### config.mk
export PLATFORM = sky130hd
export DESIGN_NAME = aes_vector_runner_flat
export DESIGN_NICKNAME = d
export VERILOG_FILES = /design/src/rtl/aes_vector_runner_if.sv /design/src/rtl/aes_vector_runner.sv /design/src/flat_wrapper.sv
export SDC_FILE = /design/constraint.sdc
export NUM_CORES = 1
export LEC_CHECK = 0
export ABC_CLOCK_PERIOD_IN_PS = 5400
export CORE_AREA = 2 2 359 361
export CTS_BUF_LIST = sky130_fd_sc_hd__clkbuf_8
export DETAILED_ROUTE_END_ITERATION = 10
export DIE_AREA = 0 0 361 363
export SLEW_MARGIN = 30
export SYNTH_ARGS = -nofsm -noshare
export SYNTH_HDL_FRONTEND = slang
export SYNTH_SLANG_ARGS = --single-unit
export TNS_END_PERCENT = 20
### constraint.sdc
create_clock -name clk -period 5.4 [get_ports clk]
set_clock_uncertainty 0.15 [all_clocks]
set_input_delay 1.08 -clock clk [delete_from_list [all_inputs] [get_ports clk]]
set_output_delay 1.08 -clock clk [all_outputs]
set_load 0.03 [all_outputs]
### src/rtl/aes_vector_runner_if.sv
// Board-side bundle for aes_vector_runner: synchronous vector ROM read port
// plus the AES core operand / start / ready handshake.
interface aes_vector_runner_if #(
    parameter int DATA_W = 128,
    parameter int IDX_W  = 4
);
    logic [IDX_W-1:0]  vec_addr;
    logic [DATA_W-1:0] vec_key;
    logic [DATA_W-1:0] vec_pt;
    logic [DATA_W-1:0] vec_ct;
    logic              core_start;
    logic              core_enc_dec;
    logic [DATA_W-1:0] core_data_in;
    logic [DATA_W-1:0] core_key_in;
    logic [DATA_W-1:0] core_data_out;
    logic              core_ready;

    modport master (
        output vec_addr,
        input  vec_key, vec_pt, vec_ct,
        output core_start, core_enc_dec, core_data_in, core_key_in,
        input  core_data_out, core_ready
    );

    modport slave (
        input  vec_addr,
        output vec_key, vec_pt, vec_ct,
        input  core_start, core_enc_dec, core_data_in, core_key_in,
        output core_data_out, core_ready
    );
endinterface

### src/rtl/aes_vector_runner.sv
// Sweeps a synchronous vector ROM through the AES core and tallies pass/fail results.
// Define AES_RUNNER_DECRYPT_EN to follow each encrypt with a decrypt of the same vector.
//
// state     | meaning
// IDLE      | waiting for run
// LOAD      | ROM read in flight for vec_addr
// START     | latch operands, pulse core_start
// WAIT_BUSY | waiting for core_ready to drop
// WAIT_DONE | waiting for core_ready to return, capture result
// CHECK     | compare last_result with expected vector
// NEXT      | pick next mode / index or finish
// DONE      | sweep finished, done/pass held
module aes_vector_runner #(
    parameter int  NUM_VEC = 16,
    parameter int  DATA_W  = 128,
    parameter int  TIMEOUT = 1024,
    localparam int IDX_W   = (NUM_VEC > 1) ? $clog2(NUM_VEC) : 1,
    localparam int CNT_W   = $clog2(2*NUM_VEC+1)
) (
    input  logic                clk,
    input  logic                rst,
    input  logic                run,
    input  logic                abort,
    aes_vector_runner_if.master bus,
    output logic                busy,
    output logic                done,
    output logic                pass,
    output logic [CNT_W-1:0]    pass_cnt,
    output logic [CNT_W-1:0]    fail_cnt,
    output logic [IDX_W-1:0]    first_fail_idx,
    output logic                first_fail_dec,
    output logic                timeout_flag,
    output logic [IDX_W-1:0]    cur_idx,
    output logic [DATA_W-1:0]   last_result
);
    localparam int TMR_W = $clog2(TIMEOUT+1);
    localparam logic [IDX_W-1:0] LAST_IDX = IDX_W'(NUM_VEC-1);
`ifdef AES_RUNNER_DECRYPT_EN
    localparam bit DEC_EN = 1'b1;
`else
    localparam bit DEC_EN = 1'b0;
`endif

    typedef enum logic [2:0] {IDLE, LOAD, START, WAIT_BUSY, WAIT_DONE, CHECK, NEXT, DONE} state_t;

    state_t           state, state_nxt;
    logic             mode;          // 1 = encrypt
    logic [TMR_W-1:0] tmr;
    logic             accept_run, abort_now, tmo, count_pass, count_fail;

    assign bus.core_enc_dec = mode;

    always_comb begin
        state_nxt  = state;
        accept_run = 1'b0;
        abort_now  = 1'b0;
        tmo        = 1'b0;
        count_pass = 1'b0;
        count_fail = 1'b0;
        case (state)
            IDLE, DONE: if (run && !abort) begin
                state_nxt  = LOAD;
                accept_run = 1'b1;
            end
            LOAD:  state_nxt = START;
            START: state_nxt = WAIT_BUSY;
            WAIT_BUSY: begin
                if (tmr == '0) begin
                    tmo       = 1'b1;
                    state_nxt = NEXT;
                end else if (!bus.core_ready) begin
                    state_nxt = WAIT_DONE;
                end
            end
            WAIT_DONE: begin
                if (tmr == '0) begin
                    tmo       = 1'b1;
                    state_nxt = NEXT;
                end else if (bus.core_ready) begin
                    state_nxt = CHECK;
                end
            end
            CHECK: begin
                state_nxt = NEXT;
                if (last_result == (mode ? bus.vec_ct : bus.vec_pt)) count_pass = 1'b1;
                else                                                 count_fail = 1'b1;
            end
            NEXT: begin
                if (DEC_EN && mode)          state_nxt = LOAD;
                else if (cur_idx == LAST_IDX) state_nxt = DONE;
                else                          state_nxt = LOAD;
            end
            default: state_nxt = IDLE;
        endcase
        if (tmo) count_fail = 1'b1;
        // abort beats everything, including a pending count or run
        if (abort && state != IDLE && state != DONE) begin
            abort_now  = 1'b1;
            tmo        = 1'b0;
            count_pass = 1'b0;
            count_fail = 1'b0;
            state_nxt  = IDLE;
        end
    end

    always_ff @(posedge clk) begin
        if (rst) begin
            state            <= IDLE;
            mode             <= 1'b0;
            tmr              <= '0;
            busy             <= 1'b0;
            done             <= 1'b0;
            pass             <= 1'b0;
            pass_cnt         <= '0;
            fail_cnt         <= '0;
            first_fail_idx   <= '0;
            timeout_flag     <= 1'b0;
            cur_idx          <= '0;
            last_result      <= '0;
            bus.vec_addr     <= '0;
            bus.core_start   <= 1'b0;
            bus.core_data_in <= '0;
            bus.core_key_in  <= '0;
`ifdef AES_RUNNER_DECRYPT_EN
            first_fail_dec   <= 1'b0;
`endif
        end else begin
            state          <= state_nxt;
            busy           <= (state_nxt != IDLE) && (state_nxt != DONE);
            bus.core_start <= 1'b0;
            if (abort_now) begin
                done <= 1'b0;
                pass <= 1'b0;
            end
            if (accept_run) begin
                bus.vec_addr   <= '0;
                cur_idx        <= '0;
                pass_cnt       <= '0;
                fail_cnt       <= '0;
                timeout_flag   <= 1'b0;
                first_fail_idx <= '0;
`ifdef AES_RUNNER_DECRYPT_EN
                first_fail_dec <= 1'b0;
`endif
                done           <= 1'b0;
                pass           <= 1'b0;
                mode           <= 1'b1;
            end
            if (!abort_now) begin
                case (state)
                    START: begin
                        bus.core_key_in  <= bus.vec_key;
                        bus.core_data_in <= mode ? bus.vec_pt : bus.vec_ct;
                        bus.core_start   <= 1'b1;
                        tmr              <= TMR_W'(TIMEOUT-1);
                    end
                    WAIT_BUSY, WAIT_DONE: begin
                        if (tmr != '0) tmr <= tmr - TMR_W'(1);
                        if (tmo) timeout_flag <= 1'b1;
                        if (state == WAIT_DONE && state_nxt == CHECK) last_result <= bus.core_data_out;
                    end
                    NEXT: begin
                        if (state_nxt == DONE) begin
                            done <= 1'b1;
                            pass <= (fail_cnt == '0);
                        end else if (DEC_EN && mode) begin
                            mode <= 1'b0;
                        end else begin
                            cur_idx      <= cur_idx + IDX_W'(1);
                            bus.vec_addr <= bus.vec_addr + IDX_W'(1);
                            mode         <= 1'b1;
                        end
                    end
                    default: ;
                endcase
            end
            if (count_pass) pass_cnt <= pass_cnt + CNT_W'(1);
            if (count_fail) begin
                fail_cnt <= fail_cnt + CNT_W'(1);
                if (fail_cnt == '0) begin
                    first_fail_idx <= cur_idx;
`ifdef AES_RUNNER_DECRYPT_EN
                    first_fail_dec <= ~mode;
`endif
                end
            end
        end
    end

`ifndef AES_RUNNER_DECRYPT_EN
    assign first_fail_dec = 1'b0;
`endif
endmodule
### src/flat_wrapper.sv
// flat-port wrapper written by rule: the top's interface ports become plain ports
module aes_vector_runner_flat 
#(
    parameter int  NUM_VEC = 16,
    parameter int  DATA_W  = 128,
    parameter int  TIMEOUT = 1024,
    localparam int IDX_W   = (NUM_VEC > 1) ? $clog2(NUM_VEC) : 1,
    localparam int CNT_W   = $clog2(2*NUM_VEC+1)
)
  (clk, rst, run, abort, busy, done, pass, pass_cnt, fail_cnt, first_fail_idx, first_fail_dec, timeout_flag, cur_idx, last_result, bus_vec_addr, bus_vec_key, bus_vec_pt, bus_vec_ct, bus_core_start, bus_core_enc_dec, bus_core_data_in, bus_core_key_in, bus_core_data_out, bus_core_ready);
  aes_vector_runner_if #(.DATA_W(DATA_W)) bus_i ();
  input  logic clk;
  input  logic rst;
  input  logic run;
  input  logic abort;
  output logic busy;
  output logic done;
  output logic pass;
  output logic [CNT_W-1:0] pass_cnt;
  output logic [CNT_W-1:0] fail_cnt;
  output logic [IDX_W-1:0] first_fail_idx;
  output logic first_fail_dec;
  output logic timeout_flag;
  output logic [IDX_W-1:0] cur_idx;
  output logic [DATA_W-1:0] last_result;
  output wire logic [$bits(bus_i.vec_addr)-1:0] bus_vec_addr;
  input wire logic [$bits(bus_i.vec_key)-1:0] bus_vec_key;
  input wire logic [$bits(bus_i.vec_pt)-1:0] bus_vec_pt;
  input wire logic [$bits(bus_i.vec_ct)-1:0] bus_vec_ct;
  output wire logic [$bits(bus_i.core_start)-1:0] bus_core_start;
  output wire logic [$bits(bus_i.core_enc_dec)-1:0] bus_core_enc_dec;
  output wire logic [$bits(bus_i.core_data_in)-1:0] bus_core_data_in;
  output wire logic [$bits(bus_i.core_key_in)-1:0] bus_core_key_in;
  input wire logic [$bits(bus_i.core_data_out)-1:0] bus_core_data_out;
  input wire logic [$bits(bus_i.core_ready)-1:0] bus_core_ready;
  assign bus_vec_addr = bus_i.vec_addr;
  assign bus_i.vec_key = bus_vec_key;
  assign bus_i.vec_pt = bus_vec_pt;
  assign bus_i.vec_ct = bus_vec_ct;
  assign bus_core_start = bus_i.core_start;
  assign bus_core_enc_dec = bus_i.core_enc_dec;
  assign bus_core_data_in = bus_i.core_data_in;
  assign bus_core_key_in = bus_i.core_key_in;
  assign bus_i.core_data_out = bus_core_data_out;
  assign bus_i.core_ready = bus_core_ready;
  aes_vector_runner #(.NUM_VEC(NUM_VEC), .DATA_W(DATA_W), .TIMEOUT(TIMEOUT)) u_core (.clk(clk), .rst(rst), .run(run), .abort(abort), .bus(bus_i), .busy(busy), .done(done), .pass(pass), .pass_cnt(pass_cnt), .fail_cnt(fail_cnt), .first_fail_idx(first_fail_idx), .first_fail_dec(first_fail_dec), .timeout_flag(timeout_flag), .cur_idx(cur_idx), .last_result(last_result));
endmodule
==> run metrics <==
status completed; final layout net count 3704; post-synthesis cell count 2281; WL per Instance 29.2 µm; core box area 0.127 mm²; Worst EP required 5.91 ns; num rows 131; Clk Latency, worst-skew pair 0.78 ns; antenna violations before repair 138; Synth cell types 51; Worst IR Drop VDD 202 µV; hold_sp u_core.bus.core_key_in[30]$_SDFFE_PP0P_; final hold slack 0.302 ns; Synth Net Count 2804; final hold viol count 0; total grt overflow 0; Final Setup Violations 0; clock sink count 428; post-synthesis adder-cell area fraction 0.388%; CTS tree built; via total after detailed routing 21053; Peak Freq 0.200 GHz; root buf cell clkbuf_8; crit path max fanout 29; DRC errors left 0; # IOs 932; post-synthesis simple-gate area fraction 17.4%; crit path from u_core.bus.core_enc_dec$_SDFF_PP0_; total power after layout 0.00893 W; top_reg_cell synth dfxtp_1; Top delay family on crit path simple AND/OR/NAND/NOR gates; CP endpoint kind flip-flop; Core Util, Final 25.7%; Synth Area in Compound Gates 13.8%; Post-Synth XOR/XNOR Area 6.21%; Critical Path, Cell by Cell buf_12 -> buf_4 -> mux2i_1 -> xnor2_1 -> nor4_1 -> nand4_1 -> nor4_4 -> buf_4 -> nand3_1 -> nor3_1 -> mux2_2; RSZ-0062 raised after global routing no; Crit path buffers/inverters 3; DRT Pass-1 Iters 5; Hold Path Class reg -> reg; critical path depth in cells 11; CP max-delay cell dfxtp_4; R2R setup slack 0.40 ns; Avg Cell Area, Syn 8.47 µm²; total track usage 21.1%; first-pass GRT wire length 186 mm; Tightest Pin Transition 1.04 ns; CP Class reg -> reg; max_slew headroom 30.5%; area added between synthesis and finish 69.0%; number of buffers created by CTS 91; largest family of logic cells by synthesized area simple AND/OR/NAND/NOR gates; 1st-iter DRT viols 1352; Synth Register Bits 428; mapped cell area 0.0193 mm²; Worst EP arrival 5.51 ns; sequential fraction of the synthesis area 44.3%; hold path cells 2; post-place setup slack -0.0870 ns; largest net degree at the start of global routing 161; Critical R2R Launch u_core.bus.core_enc_dec$_SDFF_PP0_; Static Leakage 10.6 nW; number of global-route vias before repair 20550; PortBufs 930; Initial Utilization 15.2%; die height 363 µm; final-report max-slew violation count 0; Final period util 92.6%; Post-synth ARST share 0%; final setup margin 0.402 ns; die area 0.131 mm²; Worst-path clk slew 0.06 ns; PwrDens 273 mW/mm²; Hold Buf Count CTS 0; setup_tns 0 ns; hpwl dp 118 mm; RePlAce Congestion 0.925; CTS resizes 0; Routed Antenna Nets 0; startpoint types flip-flop; H-tree levels 3; slowest cell delay on critical path 0.67 ns; Max Buffers Root-to-Sink 3; Post-CTS Setup Inserts 0; number of max-cap violations 0; Die Wd 361 µm; Period minus WS final 5.00 ns; number of vias per cell 4.26; multiplexer share of the synthesized area 13.9%; number of flops mapped to enable cells by yosys 0; Worst path most repeated cell buf_4; final WL 144 mm; reg2reg path depth 11; fraction of final layout cells sized beyond drive strength 1 6.91%; Synth Warn # 0
power breakdown:
group / leakage [nW] / internal, W / switching (W)
clock network: 1.13 / 0.00223 / 0.00175
logic: 5.98 / 0.000771 / 0.000869
registers: 3.46 / 0.00325 / 0.0000662
layout by cell type (no fill, tap or decap), types with 6 or more instances in the layout:
cell             Yosys  layout
clkdlybuf4s50_1      0     929
nand4_1             13      13
or3_1                7       6
dfxtp_1            428     427
clkinv_2             0      13
nor4_1              34      31
nor3_1              15      14
buf_4                3      39
a211oi_1           132     132
buf_12               0      12
nor2_1             155     155
mux2i_1            265     265
clkbuf_8             0     120
a21oi_1            276     276
xnor2_1            134     127
ha_1                 6       6
diode_2              0      20
xnor2_2              0       7
nand3_1             17      17
o21ai_0              8       8
nand2_1            540     540
inv_1                8      33
per-stage QoR:
| stage | area [µm²] | std cells |
|---|---|---|
| after floorplan | 19300 | 2281 |
| after global placement | 30500 | 4749 |
| after detailed placement | 30600 | 4750 |
| after CTS | 32600 | 4919 |
| after global routing | 32600 | 4930 |
| final | 32700 | 4939 |
tightest hold or removal path, stage by stage, from the launching register on:
cell	delay, ns
dfxtp_1	0.30
nand2_1	0.05
a21oi_1	0.05
cells by family (layout without fill, tap and decap cells):
logic type / count (synthesis) / after routing
other: 1 / 21
AO/OA/AOI/OAI: 445 / 445
XOR/XNOR: 137 / 137
multiplexers: 268 / 268
buffers and inverters: 182 / 1158
AND/OR/NAND/NOR: 814 / 814
flip-flops: 428 / 428
adder cells (fa/ha/maj): 6 / 6
state kept, by name (all words and copies together) (netlist names):
register and flops:
u_core.first_fail_idx 4, u_core.cur_idx 4, u_core.timeout_flag 1, u_core.last_result 128, u_core.done 1, u_core.bus.core_start 1
u_core.busy 1, u_core.state 3, u_core.bus.vec_addr 4, u_core.tmr 11, u_core.bus.core_key_in 128, u_core.pass 1
u_core.bus.core_data_in 128, u_core.fail_cnt 6, u_core.pass_cnt 6, u_core.bus.core_enc_dec 1
cells in the mapped netlist (all sizes together), types with 6 or more instances:
library cell	n	area (µm²)
ha	6	75.1
a211oi	132	991
o21ai	8	40.0
xnor2	134	1170
clkbuf	131	492
or3	7	43.8
nor3	15	75.1
nor4	36	255
a21oi	278	1400
nand2	540	2030
mux2i	265	2650
dfxtp	428	8570
inv	8	30.0
buf	43	248
nand3	17	85.1
nor2	155	582
nand4	13	81.3
worst paths after layout:
kind / endpoint
setup / recovery: u_core.pass_cnt[5]$_SDFFE_PP0P_
setup reg to reg: u_core.pass_cnt[5]$_SDFFE_PP0P_
hold reg to reg: u_core.bus.core_key_in[30]$_SDFFE_PP0P_
hold / removal: u_core.bus.core_key_in[30]$_SDFFE_PP0P_
per-layer routing:
layer | global-route usage, % | wire length (µm)
met1 | 22.3 | 52400
met5 | 0 | 440
met2 | 35.8 | 68700
met3 | 11.5 | 17600
met4 | 6.55 | 4980
area by class of cell:
| cell class | count | area [µm²] |
|---|---|---|
| inverters | 8 | 30.0 |
| repair buffers | 981 | 9850 |
| multi-input cells | 1671 | 10100 |
| clock buffers | 120 | 1650 |
| fillers | 13696 | 94400 |
| well taps | 1662 | 2080 |
| flip-flops and latches | 428 | 8570 |
| clock inverters | 49 | 359 |
| diodes | 20 | 50.0 |
Note: power is estimated with default switching activity, not from simulation.
